### src/rtl/clk_gen_freq_meter.sv
// Ring-oscillator frequency meter: counts synchronized osc_in rising edges over a window of clk cycles.
// Optional back-to-back measurement mode: define CLK_GEN_FREQ_METER_AUTO_RESTART_EN.
module clk_gen_freq_meter #(
    parameter int WINDOW_W    = 16,
    parameter int COUNT_W     = 16,
    parameter int SYNC_STAGES = 2
) (
    input  logic                clk,
    input  logic                reset,
    input  logic                osc_in,
    input  logic [WINDOW_W-1:0] window_cycles_i,
    input  logic                start_i,
    output logic                busy_o,
    output logic                result_v_o,
    input  logic                result_yumi_i,
    output logic [COUNT_W-1:0]  result_count_o,
    output logic                overflow_o
);

    typedef enum logic [1:0] {
        IDLE    = 2'd0,
        MEASURE = 2'd1,
        RESULT  = 2'd2
    } state_t;

    state_t                 state;
    state_t                 state_nxt;
    logic [SYNC_STAGES-1:0] sync;
    logic                   hist;
    logic                   osc_edge;
    logic [WINDOW_W-1:0]    win_cnt;
    logic [COUNT_W-1:0]     edge_cnt;
    logic                   ovf;
`ifdef CLK_GEN_FREQ_METER_AUTO_RESTART_EN
    logic [WINDOW_W-1:0]    win_len;
`endif

    // The chain runs in every state so the edge history is already valid when a window opens.
    always_ff @(posedge clk) begin
        // NOTE: sequential state uses non-blocking assignments so every flop samples pre-edge values.
        if (reset) begin
            sync <= '0;
            hist <= 1'b0;
        end else begin
            sync <= {sync[SYNC_STAGES-2:0], osc_in};
            hist <= sync[SYNC_STAGES-1];
        end
    end

    assign osc_edge = sync[SYNC_STAGES-1] & ~hist;

    always_ff @(posedge clk) begin
        if (reset) begin
            state <= IDLE;
        end else begin
            state <= state_nxt;
        end
    end

    always_comb begin
        // NOTE: default first so no path through the case leaves state_nxt unassigned (no latch).
        state_nxt = state;
        case (state)
            IDLE: begin
                if (start_i) begin
                    state_nxt = (window_cycles_i != '0) ? MEASURE : RESULT;
                end
            end
            MEASURE: begin
                if (win_cnt == WINDOW_W'(1)) begin
                    state_nxt = RESULT;
                end
            end
            RESULT: begin
                if (result_yumi_i) begin
`ifdef CLK_GEN_FREQ_METER_AUTO_RESTART_EN
                    state_nxt = (win_len != '0) ? MEASURE : RESULT;
`else
                    state_nxt = IDLE;
`endif
                end
            end
            default: state_nxt = IDLE;
        endcase
    end

    always_ff @(posedge clk) begin
        if (reset) begin
            win_cnt  <= '0;
            edge_cnt <= '0;
            ovf      <= 1'b0;
`ifdef CLK_GEN_FREQ_METER_AUTO_RESTART_EN
            win_len  <= '0;
`endif
        end else begin
            case (state)
                IDLE: begin
                    if (start_i) begin
                        win_cnt  <= window_cycles_i;
                        edge_cnt <= '0;
                        ovf      <= 1'b0;
`ifdef CLK_GEN_FREQ_METER_AUTO_RESTART_EN
                        win_len  <= window_cycles_i;
`endif
                    end
                end
                MEASURE: begin
                    win_cnt <= win_cnt - WINDOW_W'(1);
                    if (osc_edge) begin
                        // Saturate rather than wrap; an edge lost to saturation is flagged.
                        if (&edge_cnt) begin
                            ovf <= 1'b1;
                        end else begin
                            edge_cnt <= edge_cnt + COUNT_W'(1);
                        end
                    end
                end
                RESULT: begin
`ifdef CLK_GEN_FREQ_METER_AUTO_RESTART_EN
                    if (result_yumi_i) begin
                        win_cnt  <= win_len;
                        edge_cnt <= '0;
                        ovf      <= 1'b0;
                    end
`endif
                end
                default: ;
            endcase
        end
    end

    // The count is not cleared on leaving RESULT, so the last result stays readable in IDLE.
    assign busy_o         = (state != IDLE);
    assign result_v_o     = (state == RESULT);
    assign result_count_o = edge_cnt;
    assign overflow_o     = ovf;

endmodule

### config.mk
export PLATFORM = sky130hd
export DESIGN_NAME = clk_gen_freq_meter
export DESIGN_NICKNAME = d
export VERILOG_FILES = /design/src/rtl/clk_gen_freq_meter.sv
export SDC_FILE = /design/constraint.sdc
export NUM_CORES = 1
export LEC_CHECK = 0
export BUFFER_PORTS_ARGS = -buffer_cell sky130_fd_sc_hd__buf_2
export CAP_MARGIN = 20
export CORE_AREA = 8 8 78 107
export CTS_CLUSTER_DIAMETER = 100
export DETAILED_ROUTE_END_ITERATION = 8
export DIE_AREA = 0 0 86 115
export HOLD_SLACK_MARGIN = 0.12
export PLACE_DENSITY = 0.52
export SETUP_SLACK_MARGIN = 0.02
export SYNTH_ARGS = -nofsm -noshare
export SYNTH_HDL_FRONTEND = slang
export SYNTH_SLANG_ARGS = --single-unit
### constraint.sdc
create_clock -name clk -period 4.05 [get_ports clk]
set_clock_uncertainty 0.15 [all_clocks]
set_input_delay 0.2025 -clock clk [delete_from_list [all_inputs] [get_ports clk]]
set_output_delay 0.2025 -clock clk [all_outputs]
set_load 0.03 [all_outputs]
Word-level counts from Yosys, hierarchy flattened
Cells that the tools add are included.
{"block": "word_totals", "wordCells": 43, "regBits": 38, "latch_bits": 0, "n_memories": 0, "mem_bits_ro": 0, "mem_bits_rw": 0, "output_inout_bits": 19}
{"block": "op_classes", "n_reduce_logical": 9, "mux": 15, "shifts": 0, "order_cmp": 0, "n_eq_ne": 9, "multipliers": 0, "n_addsub": 2, "n_div": 0, "bitwise": 2}
{"cell": "two-way mux 16 bit", "count": 4}
{"cell": "one-hot mux 16 bit (2 select lines)", "count": 2}
{"cell": "adder 16 x 1 -> 16 bit, second input constant", "count": 1}
{"cell": "equality test 16 x 1 -> 1 bit, second input constant", "count": 1}
{"cell": "AND reduction 16 bit", "count": 1}
{"cell": "nonzero test 16 bit", "count": 1}
{"cell": "subtractor 16 x 1 -> 16 bit, second input constant", "count": 1}
{"cell": "!= test 2 bit, second input constant", "count": 5}
{"cell": "two-way mux 2 bit", "count": 4}
{"cell": "AND reduction 4 bit", "count": 2}
{"cell": "one-hot mux 2 bit (3 select lines)", "count": 1}
{"cell": "nonzero test 2 bit", "count": 2}
{"cell": "two-way mux 1 bit", "count": 3}
{"cell": "AND reduction 3 bit", "count": 1}
{"cell": "equality test 2 x 1 -> 1 bit, second input constant", "count": 1}
{"cell": "equality test 2 bit, second input constant", "count": 1}
{"cell": "zero test 2 bit", "count": 1}
{"cell": "!= test 2 x 1 -> 1 bit, second input constant", "count": 1}
{"cell": "one-hot mux 1 bit (2 select lines)", "count": 1}
{"cell": "AND reduction 2 bit", "count": 1}
{"cell": "AND 1 bit", "count": 1}
{"cell": "NOT 1 bit", "count": 1}

Depth between registers and ports, before layout
{"block": "depth", "depth_word": 4, "depth_mapped": 7, "ltp_nobuf": 6}

Worst setup path after synthesis
No wires, ideal clock.
{"block": "synth_path", "path_kind": "reg2reg", "start": "reg win_cnt[0]", "end": "reg win_cnt[8]", "arrival_ps": 1816, "setup_time_ps": 117, "slack_ps": 1967, "path_stages_with_launch": 8, "period_less_slack_ps": 2083, "path_buffers": 1, "path_cell_list": "dfxtp_1 > inv_1 > ha_1 > or3b_1 > buf_2 > or4_1 > a21o_1 > a22o_1"}
{"block": "synth_between", "elab_chain_cells": 2}
{"element": "start, declared", "line": "31", "rtl": "logic [WINDOW_W-1:0] win_cnt;"}
{"element": "start signal, assigned", "line": "99", "rtl": "win_cnt <= window_cycles_i;"}
{"element": "start signal, assigned", "line": "108", "rtl": "win_cnt <= win_cnt - WINDOW_W'(1);"}
{"element": "subtractor 16 x 1 -> 16 bit", "line": "108"}
{"element": "one-hot mux 16 bit (2 select lines)", "line": "96", "rtl": "case (state)"}
Every way passes these cells.
A chain may end at the register's enable or synchronous reset.

Worst setup path after layout
Ends and elaborated chain as after synthesis.

==> impl_metrics.csv <==
group,metric,value,unit
timing,fin_tns_setup,0,ns
cts,cts_buffer_depth,2,
pwr,max-vdd-ir-drop,0.000281,V
cts,cts.htree.levels,2,
timing,finalMaxSlewViolations,0,
grt,grt_max_degree,24,
yosys,ys_ff_latch,38,
floorplanning,core.rowCount,36,
run_status,status,"finished, final reports clean",
min_path,min_from,"window_cycles_i[12]",
yosys,synth_area,2300,um^2
critical_path,reg2reg_depth,6,
route,viasPerCell,5.71,
floorplanning,die-area,9890,um^2
yosys,synth_edf_count,0,
place,place_congestion,0.827,
timing,fmax,0.440,GHz
route,first_pass_iters,4,
cts,clk_pin_slew,0.07,ns
yosys,synthDominantCellAreaShare,33.1,%
pwr,power.density,395,nW/um^2
cts,clock-root-buffer,"clkbuf_8",
critical_path,cp_max_fo,8,
floorplanning,die_y,115,um
critical_path,critPathLaunchType,"flop",
yosys,synth_top_area_cell,"dfxtp_1",
floorplanning,ios,40,
yosys,synthArstFlopShare,0,%
route,num_vias,2305,
pwr,power_frac_seq,45.0,%
pwr,pwr-share-comb,30.7,%
min_path,min_path_type,"input pin to flop",
pwr,p_int,0.000657,W
cts,cts_tree,"done",
grt,grt_pass1_wl,11200,um
final_layout,drive_above_1_share,19.4,%
yosys,synth_cells,277,
final_layout,fillers,723,
critical_path,cp.required,4.08,ns
yosys,ys_types,61,
timing,finalHoldViolCount,0,
grt,antenna_found_initial,0,
route,drc,0,
cts,clock_latency,0.29,ns
route,ant_nets,0,
timing,tightest_slew,0.900,ns
critical_path,slowest_stage,"or3b_1",
cts,cts_resized,0,
floorplanning,core_area,6800,um^2
critical_path,regToRegStartpoint,"win_cnt[0]",
grt,grt_pass1_vias,2304,
final_layout,area_growth,14.6,%
pwr,p_clk_share,24.3,%
critical_path,path_class,"flop to flop",
grt,overflow,0,
pwr,p_sw_share,36.8,%
grt,grtUsageTotal,14.1,%
final_layout,antenna-diode-count,0,
yosys,ys_seq_area_share,33.1,%
final_layout,multi_input_area,1410,um^2
critical_path,rr_endpoint,"win_cnt[8]",
floorplanning,die_x,86,um
yosys,synth_most_common_cell,"dfxtp_1",
pwr,p_switching,0.000382,W
timing,worst_slack,1.78,ns
yosys,synth_nets,301,
place,pre_cts_ws,1.83,ns
timing,finalCritPeriodShare,56.1,%
timing,finalSetupViolCount,0,
min_path,hold_depth,3,
pwr,leakage,0.996,nW
place,hpwl,5090,um
place,io_buffers,39,
route,drt_iter0_drc,93,
cts,clock_sinks,38,
final_layout,seq_area,761,um^2
timing,finalCriticalPeriod,2.27,ns
flow_run,maxCapViolCount,0,
critical_path,reg2reg_setup_slack,1.78,ns
floorplanning,initial_utilization,33.8,%
yosys,synth.avg_cell_area,8.30,um^2
cts,cts_buffers,5,
timing,slew_headroom,39.9,%
yosys,synth_commonest_cells,"38 x dfxtp_1, 22 x a21oi_1, 19 x nor2_1, 16 x nand2_1",
critical_path,worst_path_largest_cell_delay,0.50,ns
yosys,ys.flop_type,"dfxtp_1",
route,wl,6900,um
critical_path,end_kind,"flop",
final_layout,fin_nets,333,
yosys,yosys-top-cells-area,"dfxtp_1 33%, a21oi_1 4.8%, or3_1 3.3%, nor2_1 3.1%, nor4_1 3.0%",
timing,rsz0062_at_grt,"false",
critical_path,worst_ep_arrival_time,2.30,ns
min_path,hold-path-endpoint,"win_cnt[12]",
critical_path,path_cells,"inv_1 > ha_1 > or3b_1 > or4_1 > a21o_1 > a22o_1",
yosys,yosysWarnings,0,
route,wl_per_cell,17.1,um
[power groups by stage]
stage / clock (W) / combinational [W] / sequential [W]
after floorplan: 0 / 0.000253 / 0.000455
after global placement: 0 / 0.000314 / 0.000476
after detailed placement: 0 / 0.000314 / 0.000474
after CTS: 0.000265 / 0.000317 / 0.000465
after global routing: 0.000278 / 0.000349 / 0.000474
final: 0.000253 / 0.000319 / 0.000468
[final cells by class]
type / instances / share of cell area (%)
clock buffer: 7 / 2.90
inverter: 8 / 1.14
multi-input combinational: 212 / 53.4
sequential: 38 / 28.9
tap: 95 / 4.51
timing repair buffer: 44 / 9.12
[logic make-up after synthesis]
logic type,synth area share [%]
muxes,2.67
and+or+nand+nor,32.2
AOI/OAI and AO/OA,24.7
adders and majority gates,1.63
DFF,33.1
buffers and inverters,5.66
[worst max-delay path: cells and delay by family (launching register included)]
kind	cells	cell delay, ns
simple gates	2	0.95
compound gates	2	0.41
flops	1	0.37
fa+ha+maj	1	0.18
buf+inv	1	0.10
[cell usage in the layout, fill, tap and decap left out, types with 8 or more instances in the layout]
| master | instances |
|---|---|
| buf_2 | 39 |
| dfxtp_1 | 38 |
| a21oi_1 | 22 |
| nor2_1 | 19 |
| nand2_1 | 16 |
| or3_1 | 12 |
| nor4_1 | 11 |
| o31ai_1 | 9 |
| inv_1 | 8 |
| nor3_1 | 8 |
[repair_timing]
action,in CTS,in global routing
endpoints found under the setup margin,0,0
setup buffers,0,0
hold buffers,3,0
endpoints found under the hold margin,3,0
[metal layers]
metal / wire (um) / vias to the layer above / track usage [%] / share of wire (%)
li1: - / 1137 / - / -
met1: 2900 / 1081 / 15.1 / 42
met2: 3330 / 72 / 24.9 / 48
met3: 416 / 15 / 3.58 / 6.0
met4: 249 / 0 / 7.04 / 3.6
met5: 0 / - / 0 / 0
[sequential cells by signal, summed over array words and instances, names as in the netlist]
signal          flops
result_count_o     16
win_cnt            16
state               2
sync                2
hist                1
overflow_o          1
[worst max path at each step]
| stage | from | endpoint | slack, ns |
|---|---|---|---|
| 6_report | win_cnt[0] | win_cnt[8] | 1.78 |
| 5_1_grt | state[1] | result_count_o[0] | 1.65 |
| 4_1_cts | win_cnt[0] | win_cnt[8] | 1.81 |
| 3_5_place_dp | win_cnt[0] | win_cnt[8] | 1.83 |
| 3_3_place_gp | state[1] | result_count_o[14] | 1.85 |
| 2_1_floorplan | win_cnt[0] | win_cnt[8] | 1.97 |
[through the flow]
step	total power (W)	utilization, %	cell area (um^2)	cells	hold WS, ns
after floorplan	0.000708	-	2300	277	0.181
after global placement	0.000790	37.2	2530	394	0.279
after detailed placement	0.000788	37.2	2530	394	0.283
after CTS	0.00105	38.7	2630	404	0.122
after global routing	0.00110	38.7	2630	404	0.155
final	0.00104	38.7	2630	404	0.129
(Power assumes the default switching activity.)
